<file path="src/rtl/tile_rom_responder.sv">
// tile_rom_responder: two-client tile ROM fetch arbiter in front of a single SDRAM read port.
//   Optional build macro TILE_ROM_CACHE_EN adds a single-entry cache per client.
//   Ports:
//     CLK_32M, RESET_N            clock, async active-low reset
//     a_req/a_addr -> a_data/a_rdy client A fetch strobe + 18-bit address, returned row + valid pulse
//     b_req/b_addr -> b_data/b_rdy client B, same as A
//     mem_req/mem_addr            SDRAM read request level + 25-bit word address
//     mem_data/mem_rdy            SDRAM read data + completion pulse
//     rom_flush                   cache invalidate strobe (ignored without the cache)
module tile_rom_responder #(
    parameter logic [6:0] BANK_A = 7'h00,
    parameter logic [6:0] BANK_B = 7'h01
) (
    input  logic        CLK_32M,
    input  logic        RESET_N,
    input  logic        a_req,
    input  logic [17:0] a_addr,
    output logic [31:0] a_data,
    output logic        a_rdy,
    input  logic        b_req,
    input  logic [17:0] b_addr,
    output logic [31:0] b_data,
    output logic        b_rdy,
    output logic        mem_req,
    output logic [24:0] mem_addr,
    input  logic [31:0] mem_data,
    input  logic        mem_rdy,
    input  logic        rom_flush
);
    typedef enum logic [1:0] {IDLE, BUSY, DONE} state_t;
    state_t      state_q, state_d;
    logic        grant_q, grant_d;
    logic        last_q, last_d;
    logic        a_pend_q, a_pend_d, b_pend_q, b_pend_d;
    logic [17:0] a_paddr_q, a_paddr_d, b_paddr_q, b_paddr_d;
    logic        mem_req_q, mem_req_d;
    logic [24:0] mem_addr_q, mem_addr_d;
    logic [31:0] a_data_q, a_data_d, b_data_q, b_data_d;
    logic        a_rdy_q, a_rdy_d, b_rdy_q, b_rdy_d;
    logic        take, gnt_b, a_fin, b_fin, a_hit, b_hit;
    logic [31:0] a_cd_q, b_cd_q;
    // grant_q/last_q: 0 = client A, 1 = client B
    assign take  = (state_q == IDLE) && (a_pend_q || b_pend_q);
    assign gnt_b = b_pend_q && (!a_pend_q || !last_q);
    assign a_fin = (state_q == BUSY) && mem_rdy && !grant_q;
    assign b_fin = (state_q == BUSY) && mem_rdy && grant_q;
`ifdef TILE_ROM_CACHE_EN
    logic        a_cv_q, a_cv_d, b_cv_q, b_cv_d;
    logic [17:0] a_tag_q, a_tag_d, b_tag_q, b_tag_d;
    logic [31:0] a_cd_d, b_cd_d;
    // A hit is only served when nothing older for that client could still be delivered after it.
    assign a_hit = a_req && a_cv_q && (a_tag_q == a_addr) && !a_pend_q && !(state_q != IDLE && !grant_q);
    assign b_hit = b_req && b_cv_q && (b_tag_q == b_addr) && !b_pend_q && !(state_q != IDLE && grant_q);
    always_comb begin
        a_cv_d  = !rom_flush && (a_fin || a_cv_q);
        b_cv_d  = !rom_flush && (b_fin || b_cv_q);
        a_tag_d = a_fin ? mem_addr_q[17:0] : a_tag_q;
        b_tag_d = b_fin ? mem_addr_q[17:0] : b_tag_q;
        a_cd_d  = a_fin ? mem_data : a_cd_q;
        b_cd_d  = b_fin ? mem_data : b_cd_q;
    end
    always_ff @(posedge CLK_32M or negedge RESET_N) begin
        if (!RESET_N) begin
            a_cv_q  <= 1'b0;
            b_cv_q  <= 1'b0;
            a_tag_q <= '0;
            b_tag_q <= '0;
            a_cd_q  <= '0;
            b_cd_q  <= '0;
        end else begin
            a_cv_q  <= a_cv_d;
            b_cv_q  <= b_cv_d;
            a_tag_q <= a_tag_d;
            b_tag_q <= b_tag_d;
            a_cd_q  <= a_cd_d;
            b_cd_q  <= b_cd_d;
        end
    end
`else
    logic unused_flush;
    assign unused_flush = rom_flush;
    assign a_hit  = 1'b0;
    assign b_hit  = 1'b0;
    assign a_cd_q = '0;
    assign b_cd_q = '0;
`endif
    always_comb begin
        state_d    = (state_q == IDLE) ? (take ? BUSY : IDLE) :
                     (state_q == BUSY) ? (mem_rdy ? DONE : BUSY) : IDLE;
        grant_d    = take ? gnt_b : grant_q;
        last_d     = take ? gnt_b : last_q;
        // A new request re-arms the slot even in the cycle its old contents are granted.
        a_pend_d   = (a_req && !a_hit) || (a_pend_q && !(take && !gnt_b));
        b_pend_d   = (b_req && !b_hit) || (b_pend_q && !(take && gnt_b));
        a_paddr_d  = a_req ? a_addr : a_paddr_q;
        b_paddr_d  = b_req ? b_addr : b_paddr_q;
        mem_req_d  = take || (mem_req_q && !(state_q == BUSY && mem_rdy));
        mem_addr_d = !take ? mem_addr_q : gnt_b ? {BANK_B, b_paddr_q} : {BANK_A, a_paddr_q};
        a_rdy_d    = a_hit || a_fin;
        b_rdy_d    = b_hit || b_fin;
        a_data_d   = a_hit ? a_cd_q : a_fin ? mem_data : a_data_q;
        b_data_d   = b_hit ? b_cd_q : b_fin ? mem_data : b_data_q;
    end
    always_ff @(posedge CLK_32M or negedge RESET_N) begin
        if (!RESET_N) begin
            state_q    <= IDLE;
            grant_q    <= 1'b0;
            last_q     <= 1'b1;
            a_pend_q   <= 1'b0;
            b_pend_q   <= 1'b0;
            a_paddr_q  <= '0;
            b_paddr_q  <= '0;
            mem_req_q  <= 1'b0;
            mem_addr_q <= '0;
            a_data_q   <= '0;
            b_data_q   <= '0;
            a_rdy_q    <= 1'b0;
            b_rdy_q    <= 1'b0;
        end else begin
            state_q    <= state_d;
            grant_q    <= grant_d;
            last_q     <= last_d;
            a_pend_q   <= a_pend_d;
            b_pend_q   <= b_pend_d;
            a_paddr_q  <= a_paddr_d;
            b_paddr_q  <= b_paddr_d;
            mem_req_q  <= mem_req_d;
            mem_addr_q <= mem_addr_d;
            a_data_q   <= a_data_d;
            b_data_q   <= b_data_d;
            a_rdy_q    <= a_rdy_d;
            b_rdy_q    <= b_rdy_d;
        end
    end
    assign a_data   = a_data_q;
    assign b_data   = b_data_q;
    assign a_rdy    = a_rdy_q;
    assign b_rdy    = b_rdy_q;
    assign mem_req  = mem_req_q;
    assign mem_addr = mem_addr_q;
endmodule
</file>
<file path="config.mk">
export PLATFORM = sky130hd
export DESIGN_NAME = tile_rom_responder
export DESIGN_NICKNAME = d
export VERILOG_FILES = /design/src/rtl/tile_rom_responder.sv
export SDC_FILE = /design/constraint.sdc
export NUM_CORES = 1
export LEC_CHECK = 0
export CAP_MARGIN = 20
export CORE_ASPECT_RATIO = 0.8
export CORE_MARGIN = 3
export CORE_UTILIZATION = 41
export CTS_CLUSTER_SIZE = 8
export DETAILED_ROUTE_END_ITERATION = 16
export PLACE_DENSITY = 0.75
export SLEW_MARGIN = 20
export SYNTH_ARGS = -nofsm -noshare
export SYNTH_HDL_FRONTEND = slang
export SYNTH_SLANG_ARGS = --single-unit
</file>
<file path="constraint.sdc">
create_clock -name CLK_32M -period 1.48 [get_ports CLK_32M]
set_clock_uncertainty 0.2 [all_clocks]
set_input_delay 0.37 -clock CLK_32M [delete_from_list [all_inputs] [get_ports CLK_32M]]
set_output_delay 0.37 -clock CLK_32M [all_outputs]
set_load 0.05 [all_outputs]
</file>
==> results of run 1 <==
==> flip-flops by register name, summed over array words and instances, names as in the netlist <==
name       flops
a_data        32
a_paddr_q     18
a_pend_q       1
a_rdy          1
b_data        32
b_paddr_q     18
b_pend_q       1
b_rdy          1
grant_q        1
last_q         1
mem_addr      18
mem_req        1
state_q        2
==> area by class of cell <==
class | instances | share of cell area
clock inverters | 14 | 0.0277
flip-flops and latches | 127 | 0.338
multi-input cells | 159 | 0.196
well taps | 148 | 0.0196
repair buffers | 256 | 0.371
clock buffers | 18 | 0.0466
inverters | 3 | 0.00119
==> cells by family after synthesis <==
kind of cell | Yosys count | share of synthesized area
and+or+nand+nor | 26 | 0.0357
other | 1 | 0.000743
AOI/OAI and AO/OA | 27 | 0.0508
DFF | 127 | 0.630
muxes | 100 | 0.245
buffers and inverters | 28 | 0.0382
==> synth_stat cells (2+ instances only) <==
library cell and count:
a221o_1 16, buf_4 10, dfrtp_1 126, buf_6 4, mux2_2 61, inv_1 2
nand2_1 3, o21ai_0 2, a22o_1 2, mux2_1 10, and3_1 18, a221o_2 2
buf_2 6, mux2_4 29, clkbuf_1 3
==> per-layer routing <==
layer	GRT usage	vias to the layer above	part of all wire
li1	-	1616	-
met3	0.0593	24	0.044
met1	0.286	1965	0.41
met5	0	-	0
met2	0.372	127	0.53
met4	0.0727	0	0.017
==> path summary, 6_finish.rpt <==
check / startpoint / slack [ns] / end / cells after the start
min in group asynchronous: RESET_N / 0.17 / b_paddr_q[6]$_DFFE_PN0P_ / 2
max: state_q[1]$_DFF_PN0_ / -0.23 / b_data[1]$_DFFE_PN0P_ / 5
min reg2reg: a_paddr_q[7]$_DFFE_PN0P_ / 0.30 / mem_addr[7]$_DFFE_PN0P_ / 1
min: mem_rdy / 0.09 / state_q[0]$_DFF_PN0_ / 2
max reg2reg: state_q[1]$_DFF_PN0_ / -0.23 / b_data[1]$_DFFE_PN0P_ / 5
max in group asynchronous: RESET_N / 0.37 / state_q[0]$_DFF_PN0_ / 3
==> stage by stage <==
| stage | cells | utilization | setup slack [ns] |
|---|---|---|---|
| floorplan | 314 | - | -0.0488 |
| global placement | 618 | 0.664 | -0.533 |
| detailed placement | 618 | 0.664 | -0.564 |
| CTS | 689 | 0.769 | -0.183 |
| global route | 725 | 0.800 | -0.259 |
| finish | 725 | 0.800 | -0.227 |
==> power by group <==
group          internal [uW]  switching, uW  total (uW)
sequential              4860           1560        6420
clock                   3380           1610        4990
combinational           8450           6900       15300
total                  16700          10100       26800
==> critical path, stage by stage, from the launching register on <==
cell and delay (ns):
dfrtp_1 0.40, nand3b_4 0.19, inv_2 0.10, nand2_4 0.11
bufbuf_16 0.30, mux2_4 0.30
==> timing repair <==
action	in CTS	in global routing
pin swaps	11	3
hold endpoints to repair	126	0
endpoints found under the setup margin	169	172
resized for setup	40	16
setup buffers	34	34
hold buffers	1	0
gates cloned	4	3
==> results.toml, run 1 <==
[power_and_ir_drop]
fin_total_pwr_uw = 26800
vdd_drop_max_mv = 1.70
p_per_area_nw_per_um2 = 2840
leakagePower_uw = 0.00448

[final_layout]
layout_commonest_cell = "dfrtp_1"
syn2layout_area_growth_pct = 86.7
fin_area_um2 = 9430
multiInputGateArea_um2 = 1840
fillCellCount = 599
final_cell_mix = "122 x dfrtp_1, 101 x buf_12, 70 x clkdlybuf4s50_1, 70 x buf_4, 64 x mux2_4"
nNetsFinal = 638
layout.area.seq_um2 = 3180
antenna_cells = 0
drive_above_1_share = 0.575

[cts]
path_clk_slew_ns = 0.06
insertion_delay_ns = 0.41
cts_sinks = 127
cts_tree = "yes"
htree_levels = 4
cts_buffers = 17
cts_buffer_depth = 2
cts_root_buf = "clkbuf_16"

[global_routing]
track_usage = 0.224
grt_first_pass_wirelength_um = 23200
antenna_found_initial = 0
grt_max_degree = 40
gr-total-overflow = 0
grt_pass1_vias = 4077

[outcome]
status = "finished with violations"
violations = "setup timing"

[die]
die_h_um = 105
die_x_um = 130
rows = 35
ios = 166
start_util = 0.428
design.core.area_um2 = 11800
die-area_um2 = 13700

[yosys]
synthTopCellsByArea = "dfrtp_1 62%, mux2_2 14%, mux2_4 8.6%, a221o_1 3.2%, and3_1 2.2%"
syn_inst = 309
syn_area_per_cell_um2 = 16.3
synth_top_area_cell = "dfrtp_1"
yosys_warnings = 0
syn_area_um2 = 5050
ys_ff_latch = 127
synth_edf_count = 0
yosysUniqueCellTypes = 30
async_reset_ff_frac = 1.00
synth_top_area_frac = 0.625
yosys_most_used_dff = "dfrtp_1"
yosysSeqAreaShare = 0.630

[placed_design]
postPlaceCellArea_um2 = 7820
port_buffers = 158
gp_congestion = 0.767
dp_hpwl_um = 9150

[drt]
vias_per_cell = 5.15
wl_um = 15900
drtPass1Iterations = 4
wl_per_cell_um = 21.9
ant_nets = 0
drtIter0Drc = 158
via_count = 3732
drc = 0

[sta]
worst_slack_ns = -0.227
finalCritPeriodShare = 1.15
hold_viol = 0
rsz0062_at_grt = "true"
fin_setup_tns_ns = -19.73
finalSetupViolations = 171
maxSlewViolCount = 0
fmax_mhz = 586
hold_slack_ns = 0.0918
period_needed_ns = 1.71

[critical_path]
cp.required_ns = 1.58
startpoint_type = "flip-flop"
cp-end-kind = "flip-flop"
arrival_ns = 1.80
path_max_fanout = 5
crit_type = "flip-flop to flip-flop"

[min_path]
hold_class = "primary input to flip-flop"

[run]
maxCapViolCount = 0
(Power assumes the default switching activity.)
==> inputs of run 2 (changes only) <==
--- a/config.mk
+++ b/config.mk
@@ -5,13 +5,14 @@
 export SDC_FILE = /design/constraint.sdc
 export NUM_CORES = 1
 export LEC_CHECK = 0
+export ABC_CLOCK_PERIOD_IN_PS = 1480
 export CAP_MARGIN = 20
 export CORE_ASPECT_RATIO = 0.8
 export CORE_MARGIN = 3
 export CORE_UTILIZATION = 41
 export CTS_CLUSTER_SIZE = 8
 export DETAILED_ROUTE_END_ITERATION = 16
-export PLACE_DENSITY = 0.75
+export PLACE_DENSITY = 0.76
 export SLEW_MARGIN = 20
 export SYNTH_ARGS = -nofsm -noshare
 export SYNTH_HDL_FRONTEND = slang
==> constraint.sdc (replaced) <==
create_clock -name CLK_32M -period 1.48 [get_ports CLK_32M]
set_clock_uncertainty 0.2 [all_clocks]
set_input_delay 0.37 -clock CLK_32M [delete_from_list [all_inputs] [get_ports CLK_32M]]
set_output_delay 0.37 -clock CLK_32M [all_outputs]
set_load 0.02 [all_outputs]
==> results.toml, run 2 (synthesized netlist as in run 1, its figures left out) <==
[outcome]
status = "finished with violations"
violations = "setup timing"

[min_path]
hold_class = "primary input to flip-flop"
holdPathEnd = "state_q[0]$_DFF_PN0_"
hold_path_depth = 2
hold_start = "mem_rdy"

[global_routing]
grt_max_degree = 39
track_usage = 0.203
grt_first_pass_wirelength_um = 21300
grt_pass1_vias = 3859
antenna_found_initial = 0
gr-total-overflow = 0

[drt]
ant_nets = 0
drtPass1Iterations = 4
vias_per_cell = 4.92
drtIter0Drc = 145
wl_per_cell_um = 19.1
drc = 0
via_count = 3628
wl_um = 14100

[sta]
rsz0062_at_grt = "true"
maxSlewViolCount = 0
finalSetupViolations = 167
finalCritPeriodShare = 1.09
period_needed_ns = 1.62
worst_slack_ns = -0.138
hold_slack_ns = 0.201
hold_viol = 0
fmax_mhz = 618

[final_layout]
syn2layout_area_growth_pct = 72.2
fillCellCount = 704
antenna_cells = 0
drive_above_1_share = 0.598
final_cell_mix = "124 x dfrtp_1, 97 x buf_6, 82 x buf_4, 70 x clkdlybuf4s50_1, 51 x mux2_4"
nNetsFinal = 651
layout_commonest_cell = "dfrtp_1"
post-route-util = 0.738

[critical_path]
rr_worst_depth = 4
arrival_ns = 1.70
crit_slowest_cell = "dfrtp_1"
cpPeakStageDelay_ns = 0.39
critPathLaunch = "state_q[1]$_DFF_PN0_"
path_max_fanout = 17
startpoint_type = "flip-flop"
r2r_end = "a_data[17]$_DFFE_PN0P_"
crit_type = "flip-flop to flip-flop"
reg2reg_from = "state_q[1]$_DFF_PN0_"
worstPathCellList = "nand3b_4, nor2_4, buf_12, mux2_2"
cp.required_ns = 1.57
r2r_slack_ns = -0.14
cp-end-kind = "flip-flop"

[placed_design]
port_buffers = 158
place_worst_setup_slack_ns = -0.543
gp_congestion = 0.806
dp_hpwl_um = 8700

[cts]
cts_buffer_depth = 2
cts_buffers = 17
htree_levels = 4
insertion_delay_ns = 0.40
cts_tree = "yes"
cts_sinks = 127
cts_root_buf = "clkbuf_16"
path_clk_slew_ns = 0.06

[die]
start_util = 0.428
die_x_um = 130
rows = 35
design.core.area_um2 = 11800
ios = 166
die_h_um = 105
die-area_um2 = 13700

[run]
maxCapViolCount = 0

[power_and_ir_drop]
p_per_area_nw_per_um2 = 2390
internal-power_uw = 14000
seqPwrFrac = 0.286
p_sw_uw = 6780
vdd_drop_max_mv = 1.27
swShare = 0.326
combPwrFrac = 0.509
leakagePower_uw = 0.00414
pwr-share-clk = 0.205
## run 2: changes by cell type in the layout (fill, tap and decap cells not counted), sizes merged
cell,previous run,this run
clkinv,4,7
bufinv,7,3
buf,179,194
dlymetal6s2s,1,0
bufbuf,2,0
dlygate4sd2,0,1
## run 2: how the worst max path moves through the flow
stage / to / slack [ns] / cells after the start
2_1_floorplan: a_data[3]$_DFFE_PN0P_ / -0.05 / 4
3_3_place_gp: a_data[17]$_DFFE_PN0P_ / -0.51 / 5
6_report: a_data[17]$_DFFE_PN0P_ / -0.14 / 4
5_1_grt: a_data[15]$_DFFE_PN0P_ / -0.18 / 4
4_1_cts: mem_addr[16]$_DFFE_PN0P_ / -0.12 / 5
3_5_place_dp: a_data[27]$_DFFE_PN0P_ / -0.54 / 5
## run 2: through the flow
stage | setup TNS [ns] | cell area [um2] | power [uW] | cells
6_report | -9.26 | 8690 | 20800 | 737
5_1_grt | -15.77 | 8690 | 21700 | 737
2_1_floorplan | -2.01 | 5090 | 9730 | 314
4_1_cts | -8.47 | 8410 | 20100 | 715
3_3_place_gp | -45.03 | 7160 | 13600 | 642
3_5_place_dp | -47.75 | 7160 | 13900 | 642
## run 2: final cells by class
class / count / area, um2 / area share
Tap cell: 148 / 185 / 0.0213
Sequential cell: 127 / 3180 / 0.366
Clock buffer: 18 / 439 / 0.0505
Inverter: 3 / 13.8 / 0.00158
Timing Repair Buffer: 269 / 2810 / 0.324
Multi-Input combinational cell: 159 / 1890 / 0.218
Clock inverter: 13 / 164 / 0.0189
## run 2: power by group through the flow
stage | logic [uW] | clock network [uW] | registers, uW
detailed placement | 8180 | 0 | 5680
floorplan | 2730 | 0 | 7000
finish | 10600 | 4250 | 5940
CTS | 9860 | 4310 | 5890
global route | 11100 | 4480 | 6100
global placement | 8010 | 0 | 5640
## run 2: critical path: cells and delay by family, from the launching register on
kind                   cells  cell delay, ns
flip-flops                 1            0.39
AND/OR/NAND/NOR            2            0.37
multiplexers               1            0.35
buffers and inverters      1            0.20
## run 2: metal layers
layer / wire length (um) / vias to the layer above / global-route usage / part of all wire
li1: - / 1657 / - / -
met1: 5900 / 1840 / 0.260 / 0.42
met2: 7200 / 113 / 0.335 / 0.51
met3: 709 / 18 / 0.0507 / 0.050
met4: 267 / 0 / 0.0675 / 0.019
met5: 0 / - / 0 / 0
## run 2: what timing repair did
item	in CTS	in global routing
pin swaps	31	6
gates resized for setup	562	19
endpoints found under the hold margin	22	0
buffers inserted	36	19
hold buffers	1	0
gates cloned	5	3
endpoints found under the setup margin	171	172
